===== src/rtl/mem_ctrl_arb_if.sv =====
// mem_ctrl_arb_if: LSB and icache request/response bundle for mem_ctrl_arb
// master: requester side (LSB + icache); slave: the controller.
// lsb_req_* / lsb_resp_*: load/store requests with tag; ic_req_* / ic_resp_*: line fills.
interface mem_ctrl_arb_if #(
    parameter int ADDR_WIDTH   = 32,
    parameter int LINE_BYTES   = 4,
    parameter int LSB_ID_WIDTH = 4
);
    logic                    lsb_req_valid;
    logic                    lsb_req_ready;
    logic                    lsb_req_store;
    logic [2:0]              lsb_req_funct3;
    logic [ADDR_WIDTH-1:0]   lsb_req_addr;
    logic [31:0]             lsb_req_data;
    logic [LSB_ID_WIDTH-1:0] lsb_req_id;
    logic                    lsb_resp_valid;
    logic                    lsb_resp_store;
    logic [LSB_ID_WIDTH-1:0] lsb_resp_id;
    logic [31:0]             lsb_resp_data;
    logic                    ic_req_valid;
    logic                    ic_req_ready;
    logic [ADDR_WIDTH-1:0]   ic_req_addr;
    logic                    ic_resp_valid;
    logic [ADDR_WIDTH-1:0]   ic_resp_addr;
    logic [LINE_BYTES*8-1:0] ic_resp_line;
    modport master (
        output lsb_req_valid, lsb_req_store, lsb_req_funct3, lsb_req_addr, lsb_req_data, lsb_req_id,
        output ic_req_valid, ic_req_addr,
        input  lsb_req_ready, lsb_resp_valid, lsb_resp_store, lsb_resp_id, lsb_resp_data,
        input  ic_req_ready, ic_resp_valid, ic_resp_addr, ic_resp_line
    );
    modport slave (
        input  lsb_req_valid, lsb_req_store, lsb_req_funct3, lsb_req_addr, lsb_req_data, lsb_req_id,
        input  ic_req_valid, ic_req_addr,
        output lsb_req_ready, lsb_resp_valid, lsb_resp_store, lsb_resp_id, lsb_resp_data,
        output ic_req_ready, ic_resp_valid, ic_resp_addr, ic_resp_line
    );
endinterface


===== src/rtl/mem_ctrl_arb.sv =====
// mem_ctrl_arb: byte-serial RAM controller arbitrating LSB accesses and icache line fills
// clk/rst_in: clock, sync active-high reset; rdy_in: global enable; flush: drop speculative reads
// io_buffer_full: stalls IO stores; mem_*: 8-bit RAM port, 1-cycle read latency
// bus: LSB and icache handshakes (slave side)
module mem_ctrl_arb #(
    parameter int ADDR_WIDTH   = 32,
    parameter int LINE_BYTES   = 4,
    parameter int LSB_ID_WIDTH = 4
) (
    input  logic                  clk,
    input  logic                  rst_in,
    input  logic                  rdy_in,
    input  logic                  flush,
    input  logic                  io_buffer_full,
    input  logic [7:0]            mem_din,
    output logic [7:0]            mem_dout,
    output logic [ADDR_WIDTH-1:0] mem_a,
    output logic                  mem_wr,
    mem_ctrl_arb_if.slave         bus
);
    localparam int CW = $clog2(LINE_BYTES) + 1;
    localparam int LW = LINE_BYTES * 8;
    localparam int BW = $clog2(LW);
    typedef enum logic [2:0] {IDLE, LSB_RD, LSB_WR, IC_RD, RESP} state_t;
    state_t                  state_q, state_d;
    logic [CW-1:0]           cnt_q, cnt_d, n_q, n_d;
    logic [ADDR_WIDTH-1:0]   base_q, base_d, raddr_q, raddr_d;
    logic [2:0]              f3_q, f3_d;
    logic [31:0]             wdat_q, wdat_d, rdat_q, rdat_d;
    logic [LSB_ID_WIDTH-1:0] id_q, id_d, rid_q, rid_d;
    logic                    st_q, st_d, ic_q, ic_d, rs_q, rs_d;
    logic [LW-1:0]           buf_q, buf_d, rline_q, rline_d;
    logic                    acc_ok, lsb_go, ic_go, rd, stall, resp;
    logic [CW-1:0]           a_off, bidx;
    function automatic logic [31:0] ext(input logic [31:0] w, input logic [2:0] f);
        return f == 3'b000 ? {{24{w[7]}}, w[7:0]} :
               f == 3'b001 ? {{16{w[15]}}, w[15:0]} :
               f == 3'b100 ? {24'b0, w[7:0]} :
               f == 3'b101 ? {16'b0, w[15:0]} : w;
    endfunction
    assign acc_ok = state_q == IDLE && rdy_in && !flush && !rst_in;
    assign lsb_go = acc_ok && bus.lsb_req_valid;
    assign ic_go  = acc_ok && !bus.lsb_req_valid && bus.ic_req_valid;
    assign rd     = state_q == LSB_RD || state_q == IC_RD;
    assign stall  = state_q == LSB_WR && base_q[17:16] == 2'b11 && io_buffer_full;
    assign bidx   = cnt_q - 1'b1;
    // While frozen mid-read, re-present the previous byte address so that the
    // RAM output seen on resume is still the byte the counter expects to capture.
    assign a_off  = cnt_q - CW'(rd && !rdy_in && cnt_q != '0);
    assign resp   = state_q == RESP && rdy_in && (st_q || !flush);
    assign mem_a    = (rd && (cnt_q != n_q || !rdy_in)) || state_q == LSB_WR ? base_q + ADDR_WIDTH'(a_off) : '0;
    assign mem_wr   = state_q == LSB_WR && rdy_in && !stall;
    assign mem_dout = state_q == LSB_WR ? wdat_q[{cnt_q[1:0], 3'b000} +: 8] : '0;
    assign bus.lsb_req_ready  = acc_ok;
    assign bus.ic_req_ready   = acc_ok && !bus.lsb_req_valid;
    assign bus.lsb_resp_valid = resp && !ic_q;
    assign bus.ic_resp_valid  = resp && ic_q;
    assign bus.lsb_resp_store = rs_q;
    assign bus.lsb_resp_id    = rid_q;
    assign bus.lsb_resp_data  = rdat_q;
    assign bus.ic_resp_addr   = raddr_q;
    assign bus.ic_resp_line   = rline_q;
    always_comb begin
        state_d = state_q;
        cnt_d   = cnt_q;
        n_d     = n_q;
        base_d  = base_q;
        f3_d    = f3_q;
        wdat_d  = wdat_q;
        id_d    = id_q;
        st_d    = st_q;
        ic_d    = ic_q;
        buf_d   = buf_q;
        rs_d    = rs_q;
        rid_d   = rid_q;
        rdat_d  = rdat_q;
        raddr_d = raddr_q;
        rline_d = rline_q;
        if (rdy_in) begin
            if (lsb_go) begin
                state_d = bus.lsb_req_store ? LSB_WR : LSB_RD;
                cnt_d   = '0;
                n_d     = bus.lsb_req_funct3[1:0] == 2'b00 ? CW'(1) : bus.lsb_req_funct3[1:0] == 2'b01 ? CW'(2) : CW'(4);
                base_d  = bus.lsb_req_addr;
                f3_d    = bus.lsb_req_funct3;
                wdat_d  = bus.lsb_req_data;
                id_d    = bus.lsb_req_id;
                st_d    = bus.lsb_req_store;
                ic_d    = 1'b0;
            end else if (ic_go) begin
                state_d = IC_RD;
                cnt_d   = '0;
                n_d     = CW'(LINE_BYTES);
                base_d  = bus.ic_req_addr & ~ADDR_WIDTH'(LINE_BYTES - 1);
                st_d    = 1'b0;
                ic_d    = 1'b1;
            end else if (rd) begin
                if (flush) begin
                    state_d = IDLE;
                end else begin
                    // Byte k arrives while the counter already points at k+1.
                    if (cnt_q != '0) buf_d[BW'({bidx, 3'b000}) +: 8] = mem_din;
                    cnt_d = cnt_q + 1'b1;
                    if (cnt_q == n_q) begin
                        state_d = RESP;
                        cnt_d   = '0;
                        if (ic_q) begin
                            raddr_d = base_q;
                            rline_d = buf_d;
                        end else begin
                            rs_d   = 1'b0;
                            rid_d  = id_q;
                            rdat_d = ext(buf_d[31:0], f3_q);
                        end
                    end
                end
            end else if (state_q == LSB_WR && !stall) begin
                cnt_d = cnt_q + 1'b1;
                if (cnt_q == n_q - 1'b1) begin
                    state_d = RESP;
                    cnt_d   = '0;
                    rs_d    = 1'b1;
                    rid_d   = id_q;
                    rdat_d  = '0;
                end
            end else if (state_q == RESP) begin
                state_d = IDLE;
            end
        end
    end
    always_ff @(posedge clk) begin
        if (rst_in) begin
            state_q <= IDLE;
            cnt_q   <= '0;
            n_q     <= '0;
            base_q  <= '0;
            f3_q    <= '0;
            wdat_q  <= '0;
            id_q    <= '0;
            st_q    <= 1'b0;
            ic_q    <= 1'b0;
            buf_q   <= '0;
            rs_q    <= 1'b0;
            rid_q   <= '0;
            rdat_q  <= '0;
            raddr_q <= '0;
            rline_q <= '0;
        end else begin
            state_q <= state_d;
            cnt_q   <= cnt_d;
            n_q     <= n_d;
            base_q  <= base_d;
            f3_q    <= f3_d;
            wdat_q  <= wdat_d;
            id_q    <= id_d;
            st_q    <= st_d;
            ic_q    <= ic_d;
            buf_q   <= buf_d;
            rs_q    <= rs_d;
            rid_q   <= rid_d;
            rdat_q  <= rdat_d;
            raddr_q <= raddr_d;
            rline_q <= rline_d;
        end
    end
endmodule


===== src/flat_wrapper.sv =====
// flat-port wrapper written by rule: the top's interface ports become plain ports
module mem_ctrl_arb_flat 
#(
    parameter int ADDR_WIDTH   = 32,
    parameter int LINE_BYTES   = 4,
    parameter int LSB_ID_WIDTH = 4
)
  (clk, rst_in, rdy_in, flush, io_buffer_full, mem_din, mem_dout, mem_a, mem_wr, bus_lsb_req_valid, bus_lsb_req_store, bus_lsb_req_funct3, bus_lsb_req_addr, bus_lsb_req_data, bus_lsb_req_id, bus_ic_req_valid, bus_ic_req_addr, bus_lsb_req_ready, bus_lsb_resp_valid, bus_lsb_resp_store, bus_lsb_resp_id, bus_lsb_resp_data, bus_ic_req_ready, bus_ic_resp_valid, bus_ic_resp_addr, bus_ic_resp_line);
  mem_ctrl_arb_if #(.ADDR_WIDTH(ADDR_WIDTH), .LINE_BYTES(LINE_BYTES), .LSB_ID_WIDTH(LSB_ID_WIDTH)) bus_i ();
  input  logic clk;
  input  logic rst_in;
  input  logic rdy_in;
  input  logic flush;
  input  logic io_buffer_full;
  input  logic [7:0] mem_din;
  output logic [7:0] mem_dout;
  output logic [ADDR_WIDTH-1:0] mem_a;
  output logic mem_wr;
  input wire logic [$bits(bus_i.lsb_req_valid)-1:0] bus_lsb_req_valid;
  input wire logic [$bits(bus_i.lsb_req_store)-1:0] bus_lsb_req_store;
  input wire logic [$bits(bus_i.lsb_req_funct3)-1:0] bus_lsb_req_funct3;
  input wire logic [$bits(bus_i.lsb_req_addr)-1:0] bus_lsb_req_addr;
  input wire logic [$bits(bus_i.lsb_req_data)-1:0] bus_lsb_req_data;
  input wire logic [$bits(bus_i.lsb_req_id)-1:0] bus_lsb_req_id;
  input wire logic [$bits(bus_i.ic_req_valid)-1:0] bus_ic_req_valid;
  input wire logic [$bits(bus_i.ic_req_addr)-1:0] bus_ic_req_addr;
  output wire logic [$bits(bus_i.lsb_req_ready)-1:0] bus_lsb_req_ready;
  output wire logic [$bits(bus_i.lsb_resp_valid)-1:0] bus_lsb_resp_valid;
  output wire logic [$bits(bus_i.lsb_resp_store)-1:0] bus_lsb_resp_store;
  output wire logic [$bits(bus_i.lsb_resp_id)-1:0] bus_lsb_resp_id;
  output wire logic [$bits(bus_i.lsb_resp_data)-1:0] bus_lsb_resp_data;
  output wire logic [$bits(bus_i.ic_req_ready)-1:0] bus_ic_req_ready;
  output wire logic [$bits(bus_i.ic_resp_valid)-1:0] bus_ic_resp_valid;
  output wire logic [$bits(bus_i.ic_resp_addr)-1:0] bus_ic_resp_addr;
  output wire logic [$bits(bus_i.ic_resp_line)-1:0] bus_ic_resp_line;
  assign bus_i.lsb_req_valid = bus_lsb_req_valid;
  assign bus_i.lsb_req_store = bus_lsb_req_store;
  assign bus_i.lsb_req_funct3 = bus_lsb_req_funct3;
  assign bus_i.lsb_req_addr = bus_lsb_req_addr;
  assign bus_i.lsb_req_data = bus_lsb_req_data;
  assign bus_i.lsb_req_id = bus_lsb_req_id;
  assign bus_i.ic_req_valid = bus_ic_req_valid;
  assign bus_i.ic_req_addr = bus_ic_req_addr;
  assign bus_lsb_req_ready = bus_i.lsb_req_ready;
  assign bus_lsb_resp_valid = bus_i.lsb_resp_valid;
  assign bus_lsb_resp_store = bus_i.lsb_resp_store;
  assign bus_lsb_resp_id = bus_i.lsb_resp_id;
  assign bus_lsb_resp_data = bus_i.lsb_resp_data;
  assign bus_ic_req_ready = bus_i.ic_req_ready;
  assign bus_ic_resp_valid = bus_i.ic_resp_valid;
  assign bus_ic_resp_addr = bus_i.ic_resp_addr;
  assign bus_ic_resp_line = bus_i.ic_resp_line;
  mem_ctrl_arb #(.ADDR_WIDTH(ADDR_WIDTH), .LINE_BYTES(LINE_BYTES), .LSB_ID_WIDTH(LSB_ID_WIDTH)) u_core (.clk(clk), .rst_in(rst_in), .rdy_in(rdy_in), .flush(flush), .io_buffer_full(io_buffer_full), .mem_din(mem_din), .mem_dout(mem_dout), .mem_a(mem_a), .mem_wr(mem_wr), .bus(bus_i));
endmodule

===== config.mk =====
export PLATFORM = sky130hd
export DESIGN_NAME = mem_ctrl_arb_flat
export DESIGN_NICKNAME = d
export VERILOG_FILES = /design/src/rtl/mem_ctrl_arb_if.sv /design/src/rtl/mem_ctrl_arb.sv /design/src/flat_wrapper.sv
export SDC_FILE = /design/constraint.sdc
export NUM_CORES = 1
export LEC_CHECK = 0
export CAP_MARGIN = 10
export CORE_ASPECT_RATIO = 0.9
export CORE_UTILIZATION = 49
export CTS_CLUSTER_DIAMETER = 30
export DETAILED_ROUTE_END_ITERATION = 8
export PLACE_DENSITY_LB_ADDON = 0.12
export SYNTH_ARGS = -nofsm -noshare
export SYNTH_HDL_FRONTEND = slang
export SYNTH_SLANG_ARGS = --single-unit

===== constraint.sdc =====
create_clock -name clk -period 5.2 [get_ports clk]
set_clock_uncertainty 0.1 [all_clocks]
set_input_delay 1.04 -clock clk [delete_from_list [all_inputs] [get_ports clk]]
set_output_delay 1.04 -clock clk [all_outputs]
set_load 0.005 [all_outputs]

# Word-level counts from Yosys, hierarchy flattened
# Index checks and enable logic that the tools add are counted.
# totals
out_inout_bits	146
word_cells	141
regBits	215
in_bits	119
# classes
addsub	6
bitwise	3
n_eq_ne	18
n_mux	52
reduce_logical	44
shifts	3
# op_table
cell	n
32-bit 2-to-1 mux	14
3-bit 2-to-1 mux	19
32-bit by 3-bit adder with 32-bit output	1
32-bit bitwise mux	1
8-bit by 7-bit variable shift with 32-bit output, first input constant	1
32-bit by 6-bit indexed part select with 8-bit output	1
8-bit by 7-bit indexed part select with 32-bit output	1
4-bit 2-to-1 mux	6
1-bit logical AND	18
1-bit 2-to-1 mux	10
3-bit equality test, second input constant	3
8-bit 2-to-1 mux	1
8-bit AND reduction	1
5-bit negation with 7-bit output	1
7-bit AND reduction	1
3-bit by 1-bit equality test with 1-bit output, second input constant	2
3-bit by 2-bit equality test with 1-bit output, second input constant	2
3-bit equality test	2
1-bit zero test	6
3-bit zero test	2
2-bit != test, second input constant	3
2-bit nonzero test	3
5-bit by 2-bit != test with 1-bit output, second input constant	1
5-bit by 3-bit != test with 1-bit output, second input constant	1
19 further kinds	25

# Depth between registers and ports, before layout
# Gate-level depths: netlist of run 1.
# depth
word_depth	13
mapped_depth	16
mapped_depth_nobuf	13

# Least setup slack after synthesis of run 1
# OpenSTA, ideal clock, no wires.
# synth_path
path_kind	input port to output port
from	in rdy_in
to	out mem_a[30]
slack_ps	546
path_stages	11
arrival_time_ps	3514
n_path_buf	1
path_cell_list	clkbuf_1 -> nor3_1 -> ha_1 -> ha_1 -> xor2_1 -> ha_1 -> a21o_1 -> nand4_4 -> or2_2 -> or4_1 -> a21oi_1
# synth_between
elab_chain_cells	6
elab_cells_between_ends	9
# synth_lines
item	line	source
start, declared	flat_wrapper.sv:12	input logic rdy_in;
1-bit zero test (*)	mem_ctrl_arb.sv:49, mem_ctrl_arb.sv:51	
1-bit logical AND (2 in series)	mem_ctrl_arb.sv:49	assign a_off = cnt_q - CW'(rd && !rdy_in && cnt_q != '0);
3-bit by 1-bit subtractor with 3-bit output	mem_ctrl_arb.sv:49	
32-bit by 3-bit adder with 32-bit output	mem_ctrl_arb.sv:51	assign mem_a = (rd && (cnt_q != n_q || !rdy_in)) || state_q == LSB_WR ? base_q + ADDR_WIDTH'(a_off) : '0;
32-bit 2-to-1 mux (*)	mem_ctrl_arb.sv:51	
end, declared	flat_wrapper.sv:17	output logic [ADDR_WIDTH-1:0] mem_a;
# Every way passes the cells marked *; elsewhere a longest branch is shown, timed or not.

# Worst setup path after layout of run 1
# layout_path
from	in rdy_in
to	out mem_a[25]
# The elaborated chain is that of the path after synthesis.

==> impl_metrics.csv, run 1 <==
group,metric,value,unit
layout,diodes,0,
clock_network,clock_latency,0.51,ns
setup_path,worstPathCellList,"clkdlybuf4s50_1 > nor3_2 > ha_1 > ha_1 > xor2_1 > ha_1 > and3_4 > a22oi_2 > buf_4 > buf_6 > nor4_1 > xnor2_1 > nor2_1 > clkdlybuf4s50_1",
drt,routed_wl,28.6,mm
timing,rsz0062_at_grt,"true",
drt,antenna_left,0,
floorplanning,die_area,20700,sq um
global_routing,track_usage,0.273,
setup_path,path_buf_inv,4,
setup_path,path_delay_family,"buffers and inverters",
place,io_buffers,262,
yosys,synth_compound_area_frac,0.177,
drt,drtIter0Drc,642,
yosys,synth_top_area_cell,"dfxtp_1",
setup_path,endpoint_kind,"output pin",
floorplanning,die-height,137,um
setup_path,cp.required,4.06,ns
floorplanning,ios,265,
drt,dr_total_vias,9682,
yosys,yosysSeqAreaShare,0.436,
layout,final_common_cell,"nand2_1",
yosys,syn-num-nets,1371,
clock_network,cts_max_level,2,
setup_path,cp_max_fo,9,
pwr,leakage,4.94,nW
yosys,synthAdderAreaFrac,0.0172,
yosys,netlist.area_leader.share,0.436,
setup_path,crit_slowest_cell,"clkdlybuf4s50_1",
clock_network,cts.hold.buffers_added,0,
clock_network,path_clk_slew,0.05,ns
floorplanning,rows,48,
timing,clock.fmax,192,MHz
setup_path,cpMostUsedCell,"ha_1",
yosys,synth_ff_type,"dfxtp_1",
place,routabilityCongestion,0.926,
global_routing,grt-ovfl-total,0,
yosys,synth-simple-area-share,0.267,
yosys,synth_edf_count,0,
layout,instances_no_fill,1756,
yosys,synth_area_leaders,"dfxtp_1 (44%), nand2_1 (11%), a21oi_1 (5.7%), nor2_1 (5.6%), a211oi_1 (3.7%)",
worst_hold_path,hold_class,"flop to flop",
timing,fin_crit_sh,1.00,
place,dp_hpwl,19.4,mm
yosys,synth.avg_cell_area,7.97,sq um
pwr,power_density,335,nW/um^2
clock_network,clkSinkCount,215,
drt,detail_route.wl_per_cell,16.3,um
layout,finalNetCount,1609,
status,outcome,"finished, violations left",
setup_path,start_kind,"input port",
pwr,intPower,3.73,mW
place,dp.cells,1681,
global_routing,grt_max_degree,98,
global_routing,grt_pass1_vias,8749,
setup_path,arrival,4.07,ns
drt,drt_pass1_iterations,5,
drt,post-route-drc-count,0,
global_routing,antenna_found_initial,0,
global_routing,grt_pass1_wl,44.9,mm
yosys,synth_cells,1239,
floorplanning,core_area,19500,sq um
yosys,synth_top_family_by_area,"simple AND/OR/NAND/NOR gates",
floorplanning,dieWidth,152,um
yosys,syn_area,9870,sq um
pwr,power.switching,1.03,mW
pwr,power.total,4.75,mW
timing,setup_viol,1,
pwr,vdd_drop_max,0.272,mV
floorplanning,start_util,0.507,
timing,slew_headroom,0.327,
timing,final-hold-violation-count,0,
run,max_cap_violations,0,
pwr,power_frac_seq,0.358,
layout,final_layout_size_suffix_gt1_frac,0.0976,
timing,tightest_slew,1.01,ns
yosys,synth_warnings,0,
status,violations,"negative setup slack",
clock_network,cts_buffers,43,
pwr,p_sw_frac,0.216,
setup_path,max_stage_delay,0.50,ns
pwr,pwr-share-comb,0.063,
layout,fill_cells,1562,
yosys,muxShareOfSynthArea,0.0224,
layout,final_cell_mix,"nand2_1 (286), clkdlybuf4s50_1 (256), dfxtp_1 (215)",
clock_network,root_buffer,"clkbuf_16",
setup_path,r2r_setup_slack,2.25,ns
clock_network,cts_tree,"built",
timing,period_needed,5.21,ns
pwr,pwr-share-clk,0.579,
yosys,synthArstFlopShare,0,
setup_path,crit_type,"input port to output pin",
drt,routed_via_density,5.51,
yosys,synth_cell_types,58,
yosys,synth_seq_cells,215,
clock_network,cts.path.max_buffers,3,
timing,setup_slack,-0.0111,ns
yosys,yosys.area_share.xor_xnor,0.0317,
timing,finalMaxSlewViolations,0,
layout,area_growth,43.8,%
-- worst min-delay path: stages (launching register included) --
cell     delay, ns
dfxtp_1       0.30
nand2_1       0.05
a21oi_1       0.05
-- flip-flops by register name, summed over array words and instances (netlist names) --
signal / count
u_core.state_q: 3
u_core.bus.lsb_resp_store: 1
u_core.id_q: 4
u_core.bus.ic_resp_line: 32
u_core.bus.lsb_resp_id: 4
u_core.st_q: 1
u_core.wdat_q: 32
u_core.f3_q: 3
u_core.cnt_q: 3
u_core.ic_q: 1
u_core.base_q: 32
u_core.buf_q: 32
u_core.n_q: 3
u_core.bus.ic_resp_addr: 32
u_core.bus.lsb_resp_data: 32
-- cell families (layout without fill, tap and decap cells) --
group	count (synthesis)	after routing
mux	12	12
compound gates	262	262
simple gates	586	586
buf+inv	117	384
xor+xnor	34	34
fa+ha+maj	13	13
flops	215	215
-- area by class of cell --
| type | count | area [sq um] | area share |
|---|---|---|---|
| multi-input combinational | 907 | 5180 | 0.365 |
| timing repair buffer | 290 | 2860 | 0.201 |
| sequential | 215 | 4300 | 0.303 |
| tap | 250 | 313 | 0.0220 |
| inverter | 20 | 75.1 | 0.00529 |
| clock buffer | 53 | 1190 | 0.0841 |
| clock inverter | 21 | 268 | 0.0189 |
-- metrics by stage --
stage	hold slack [ns]	setup WS, ns	area, sq um	setup TNS [ns]	utilization
3_5_place_dp	0.342	-0.263	12700	-1.79	0.651
5_1_grt	0.370	-0.112	14200	-0.515	0.730
4_1_cts	0.348	-0.0245	14200	-0.0245	0.727
6_report	0.347	-0.0111	14200	-0.0111	0.730
3_3_place_gp	0.338	-0.203	12700	-1.07	0.651
2_1_floorplan	0.332	0.546	9870	0	-
-- per-layer routing --
layer,share of wire,wire [um],up-vias,track usage
met5,0,0,-,0
met4,0.031,873,0,0.109
met3,0.075,2130,56,0.0630
met2,0.46,13000,355,0.426
met1,0.44,12500,4487,0.363
li1,-,-,4784,-
-- path summary, 6_finish.rpt --
kind | startpoint | end | cells after the start
worst max-delay path | rdy_in | mem_a[25] | 14
worst min-delay path | u_core.id_q[2] | u_core.bus.lsb_resp_id[2] | 2
worst max register to register | u_core.cnt_q[0] | u_core.bus.ic_resp_line[7] | 7
worst min register to register | u_core.id_q[2] | u_core.bus.lsb_resp_id[2] | 2
-- cells in the mapped netlist (all sizes together), types with 3 or more instances --
| library cell | count |
|---|---|
| o31ai | 26 |
| nand3 | 31 |
| buf | 35 |
| xnor2 | 23 |
| and4 | 6 |
| nand2b | 4 |
| mux2i | 3 |
| clkbuf | 62 |
| and3 | 6 |
| inv | 19 |
| nor2b | 5 |
| nand4 | 3 |
| xor2 | 10 |
| o21ai | 6 |
| a31o | 9 |
| a22oi | 19 |
| nor3 | 24 |
| a21oi | 112 |
| a311oi | 31 |
| mux4 | 8 |
| a211oi | 49 |
| and2 | 14 |
| a21o | 3 |
| nor4 | 10 |
| nor2 | 148 |
| or3 | 4 |
| nor3b | 10 |
| or4 | 3 |
| ha | 12 |
| nand3b | 24 |
| nand2 | 287 |
| dfxtp | 215 |
-- power groups by stage --
stage / combinational, mW / clock, mW / sequential (mW)
5_1_grt: 0.327 / 2.86 / 1.70
3_3_place_gp: 0.294 / 0 / 1.73
3_5_place_dp: 0.297 / 0 / 1.73
6_report: 0.300 / 2.75 / 1.70
4_1_cts: 0.299 / 2.78 / 1.70
2_1_floorplan: 0.152 / 0 / 1.72
-- timing repair --
action | CTS | global route
buffers inserted | 1 | 0
pin swaps | 3 | 4
endpoints found under the setup margin | 12 | 16
hold endpoints to repair | 0 | 0
gates resized for setup | 7 | 14
No activity file was read; power rests on OpenSTA's default activity.
==> run 2: changes to the inputs <==
- CORE_UTILIZATION: 49 -> 53
- SLEW_MARGIN: unset -> 0
- clock period: 5.2 -> 6.5 ns (I/O delays scaled with it)
==> run 2 against run 1 <==
Effect of this change: the flow now finishes without violations; global-route usage grew 2.7 points; core utilization increased by 5.0 points; via count is 2.1% higher; count of clock-buffer cells in the layout rose by 5; sequential share of layout area increased by 0.52 points; clock power is 23% lower; cell count down 1.3%; non-clock buffer count down 13; critical path type unchanged; largest cell class unchanged.
==> impl_metrics.csv, run 2 (synthesis gave the netlist of run 1 again) <==
group,metric,value,unit
layout,final_cell_mix,"nand2_1 (286), clkdlybuf4s50_1 (261), dfxtp_1 (215)",
setup_path,crit_type,"input port to output pin",
global_routing,grt-ovfl-total,0,
drt,antenna_left,0,
global_routing,grt_pass1_wl,46.9,mm
drt,wirelength_met1,12.6,mm
floorplanning,ios,265,
clock_network,cts_tree,"built",
floorplanning,core_area,17900,sq um
drt,post-route-drc-count,0,
pwr,leakage,4.79,nW
layout,seqCellArea,4300,sq um
timing,finalMaxSlewViolations,0,
status,outcome,"completed",
place,routabilityCongestion,0.901,
drt,detail_route.wl_per_cell,17.1,um
timing,slew_headroom,0.202,
clock_network,cts_max_level,2,
global_routing,grt_pass1_vias,9249,
run,max_cap_violations,0,
layout,area_growth,41.4,%
floorplanning,die-height,131,um
place,io_buffers,262,
drt,routed_wl,29.6,mm
layout,fill_cells,1301,
clock_network,cts_resized,0,
setup_path,start_kind,"input port",
place,dp_hpwl,19.2,mm
timing,tightest_slew,1.20,ns
layout,final_common_cell,"nand2_1",
clock_network,path_clk_slew,0.05,ns
floorplanning,start_util,0.551,
clock_network,cts_buffers,41,
clock_network,clock_latency,0.51,ns
drt,drt_pass1_iterations,5,
global_routing,grt_max_degree,118,
worst_hold_path,hold_class,"flop to flop",
global_routing,antenna_found_initial,1,
floorplanning,die_area,19200,sq um
layout,final_layout_size_suffix_gt1_frac,0.0784,
floorplanning,rows,46,
clock_network,root_buffer,"clkbuf_16",
timing,final-hold-violation-count,0,
timing,period_needed,6.16,ns
drt,dr_total_vias,9886,
timing,rsz0062_at_grt,"false",
clock_network,cts.hold.buffers_added,0,
timing,fin_crit_sh,0.948,
drt,routed_via_density,5.70,
drt,drtIter0Drc,664,
layout,multi_input_area,5130,sq um
timing,setup_viol,0,
pwr,vdd_drop_max,0.169,mV
place,dp.cells,1659,
timing,clock.fmax,162,MHz
setup_path,cp.required,5.10,ns
layout,finalNetCount,1594,
layout,instances_no_fill,1733,
floorplanning,dieWidth,146,um
setup_path,endpoint_kind,"output pin",
timing,setup_tns,0,ns
drt,wl_met2,13.7,mm
pwr,power_density,267,nW/um^2
clock_network,clkSinkCount,215,
setup_path,cp_max_fo,10,
clock_network,cts.path.max_buffers,3,
clock_network,cts_setup_buffers,0,
global_routing,track_usage,0.300,
drt,dr.max_layer_used,"met5",
drt,wl_met3,2.25,mm
layout,diodes,0,
setup_path,arrival,4.76,ns
[run 2: cell types whose count changed in the layout (fill, tap and decap cells not counted), sizes merged]
cell / previous run / this run
clkinvlp: 2 / 4
dlygate4sd2: 3 / 0
clkdlybuf4s50: 256 / 261
buf: 29 / 16
clkbuf: 54 / 58
clkinv: 13 / 8
bufinv: 6 / 4
dlymetal6s2s: 1 / 0
[run 2: where the power goes]
part,leakage [nW],switching (mW),internal [mW]
combinational,2.37,0.125,0.116
sequential,1.74,0.0204,1.34
clock,0.685,0.670,1.45
[run 2: stage by stage]
stage | area (sq um) | util | hold WS [ns] | total power [mW] | worst slack (ns)
3_3_place_gp | 12500 | 0.701 | 0.336 | 1.62 | 0.433
6_report | 14000 | 0.780 | 0.349 | 3.72 | 0.339
5_1_grt | 14000 | 0.780 | 0.365 | 3.83 | 0.198
4_1_cts | 14000 | 0.780 | 0.349 | 3.74 | 0.348
3_5_place_dp | 12500 | 0.701 | 0.343 | 1.62 | 0.357
2_1_floorplan | 9870 | - | 0.332 | 1.50 | 1.33
[run 2: cell type report]
cell class | instances | share of cell area
clock buffers | 58 | 0.0869
clock inverters | 16 | 0.0142
inverters | 20 | 0.00538
multi-input cells | 907 | 0.368
flip-flops and latches | 215 | 0.308
well taps | 240 | 0.0215
repair buffers | 277 | 0.196
[run 2: routing by layer]
metal,track usage,vias up
li1,-,4757
met1,0.380,4659
met2,0.480,391
met3,0.0743,77
met4,0.134,2
met5,0,-
[run 2: worst max-delay path, cell delays in order]
cell	delay, ns
clkdlybuf4s50_1	0.48
nor3_1	0.06
ha_1	0.19
ha_1	0.19
xor2_1	0.16
ha_1	0.36
a21o_1	0.24
nand4_4	0.24
or2_2	0.40
or4_1	0.48
a21oi_1	0.16
clkdlybuf4s50_1	0.52
[run 2: path summary, 6_finish.rpt]
kind	slack [ns]	cells past startpoint	from	to
worst min-delay path	0.35	2	u_core.id_q[3]	u_core.bus.lsb_resp_id[3]
worst max register to register	3.30	7	u_core.cnt_q[0]	u_core.bus.ic_resp_addr[9]
worst min register to register	0.35	2	u_core.id_q[3]	u_core.bus.lsb_resp_id[3]
worst max-delay path	0.34	12	rdy_in	mem_a[30]
==> run 3: changes to the inputs <==
- MAX_ROUTING_LAYER: unset -> met4
==> run 3 against run 2 <==
Effect of this change: critical path type unchanged; cell area about the same; hold slack got worse by 0.0011 ns; global-route usage up 0.91 points.
==> impl_metrics.csv, run 3 (synthesis gave the netlist of run 1 again) <==
group,metric,value,unit
drt,antenna_left,0,
global_routing,grt_max_degree,118,
floorplanning,core_area,17900,sq um
place,io_buffers,262,
timing,final-hold-violation-count,0,
clock_network,clock_latency,0.51,ns
pwr,vdd_drop_max,0.167,mV
floorplanning,dieWidth,146,um
layout,final_cell_mix,"nand2_1 (286), clkdlybuf4s50_1 (261), dfxtp_1 (215)",
clock_network,clkSinkCount,215,
drt,post-route-drc-count,0,
timing,rsz0062_at_grt,"false",
pwr,power.switching,0.817,mW
layout,finalNetCount,1594,
setup_path,worstReg2RegEnd,"u_core.bus.ic_resp_addr[9]",
pwr,leakage,4.79,nW
clock_network,cts_resized,0,
setup_path,cp-endpoint,"mem_a[30]",
drt,drt_pass1_iterations,5,
setup_path,path_buf_inv,2,
clock_network,root_buffer,"clkbuf_16",
pwr,pwr-share-comb,0.065,
pwr,power_density,267,nW/um^2
floorplanning,start_util,0.551,
pwr,power_frac_seq,0.365,
drt,detail_route.wl_per_cell,17.1,um
timing,clock.fmax,162,MHz
setup_path,path_delay_family,"simple AND/OR/NAND/NOR gates",
layout,final_layout_size_suffix_gt1_frac,0.0784,
place,dp_hpwl,19.2,mm
place,routabilityCongestion,0.917,
layout,final_common_cell,"nand2_1",
drt,routed_via_density,5.72,
setup_path,r2r_setup_slack,3.31,ns
clock_network,cts_setup_buffers,0,
timing,setup_slack,0.345,ns
clock_network,cts_tree,"built",
drt,dr_total_vias,9917,
floorplanning,die_area,19200,sq um
setup_path,worstSetupStartpoint,"rdy_in",
clock_network,cts_buffers,41,
setup_path,cp.required,5.10,ns
clock_network,cts_max_level,2,
setup_path,crit_cells,12,
drt,drtIter0Drc,684,
layout,area_growth,41.4,%
setup_path,cp_max_fo,10,
global_routing,grt_pass1_wl,46.9,mm
timing,setup_tns,0,ns
timing,whs,0.348,ns
setup_path,rr_worst_depth,7,
pwr,intPower,2.91,mW
setup_path,cpMostUsedCell,"ha_1",
setup_path,start_kind,"input port",
timing,fin_crit_sh,0.947,
worst_hold_path,hold_class,"flop to flop",
global_routing,grt_pass1_vias,9235,
drt,routed_wl,29.7,mm
place,dp_slack,0.357,ns
clock_network,cts.path.max_buffers,3,
timing,tightest_slew,1.19,ns
setup_path,endpoint_kind,"output pin",
layout,fill_cells,1302,
setup_path,max_stage_delay,0.52,ns
pwr,pwr-share-clk,0.570,
timing,setup_viol,0,
floorplanning,ios,265,
global_routing,track_usage,0.309,
run,max_cap_violations,0,
layout,multi_input_area,5130,sq um
timing,period_needed,6.15,ns
clock_network,cts.hold.buffers_added,0,
setup_path,crit_type,"input port to output pin",
setup_path,arrival,4.75,ns
global_routing,antenna_found_initial,1,
timing,finalMaxSlewViolations,0,
setup_path,r2r-start,"u_core.cnt_q[0]",
layout,instances_no_fill,1734,
floorplanning,rows,46,
place,dp.cells,1659,
layout,seqCellArea,4300,sq um
pwr,p_sw_frac,0.219,
global_routing,grt-ovfl-total,0,
clock_network,path_clk_slew,0.05,ns
floorplanning,die-height,131,um
setup_path,crit_slowest_cell,"clkdlybuf4s50_1",
status,outcome,"completed",
setup_path,worstPathCellList,"clkdlybuf4s50_1 > nor3_1 > ha_1 > ha_1 > xor2_1 > ha_1 > a21o_1 > nand4_4 > or2_2 > or4_1 > a21oi_1 > clkdlybuf4s50_1",
timing,slew_headroom,0.207,
## run 3: cell count changes in the layout (fill, tap and decap cells not counted), sizes merged
cell,before,now
diode,0,1
## run 3: power by group through the flow
| stage | logic (mW) | clock network [mW] | registers (mW) |
|---|---|---|---|
| after floorplan | 0.122 | 0 | 1.38 |
| after global placement | 0.233 | 0 | 1.38 |
| after detailed placement | 0.236 | 0 | 1.38 |
| after CTS | 0.239 | 2.14 | 1.36 |
| after global routing | 0.260 | 2.21 | 1.36 |
| final | 0.241 | 2.12 | 1.36 |
## run 3: metrics by stage
step           utilization  cell area [sq um]  total power, mW
2_1_floorplan            -               9870             1.50
3_3_place_gp         0.701              12500             1.62
3_5_place_dp         0.701              12500             1.62
4_1_cts              0.780              14000             3.74
5_1_grt              0.780              14000             3.83
6_report             0.780              14000             3.72
## run 3: cell type report
type | count | share of cell area
clock inverters | 16 | 0.0142
well taps | 240 | 0.0215
diodes | 1 | 0.000179
repair buffers | 277 | 0.196
flip-flops and latches | 215 | 0.308
clock buffers | 58 | 0.0869
inverters | 20 | 0.00538
multi-input cells | 907 | 0.368
## run 3: per-layer routing
layer,vias to the layer above,routed length [um],track usage
met5,-,0,-
li1,4759,-,-
met2,423,13700,0.481
met1,4661,12500,0.383
met3,74,2370,0.0698
met4,0,1080,0.134
## run 3: how the worst min path moves through the flow
stage,slack (ns),startpoint,to,cells after the start
after global placement,0.34,u_core.id_q[3],u_core.bus.lsb_resp_id[3],2
after floorplan,0.33,u_core.id_q[0],u_core.bus.lsb_resp_id[0],2
after detailed placement,0.34,u_core.wdat_q[16],u_core.wdat_q[16],2
final,0.35,u_core.wdat_q[16],u_core.wdat_q[16],2
after CTS,0.35,u_core.wdat_q[16],u_core.wdat_q[16],2
after global routing,0.36,u_core.wdat_q[4],u_core.wdat_q[4],2
## run 3: worst reg2reg max path: stages, from the launching register on
cell and delay, ns:
dfxtp_1 0.33, buf_4 0.32, xor2_1 0.18, nor3_1 0.43
and3_2 1.08, buf_4 0.44, nand2_1 0.10, a21oi_1 0.13
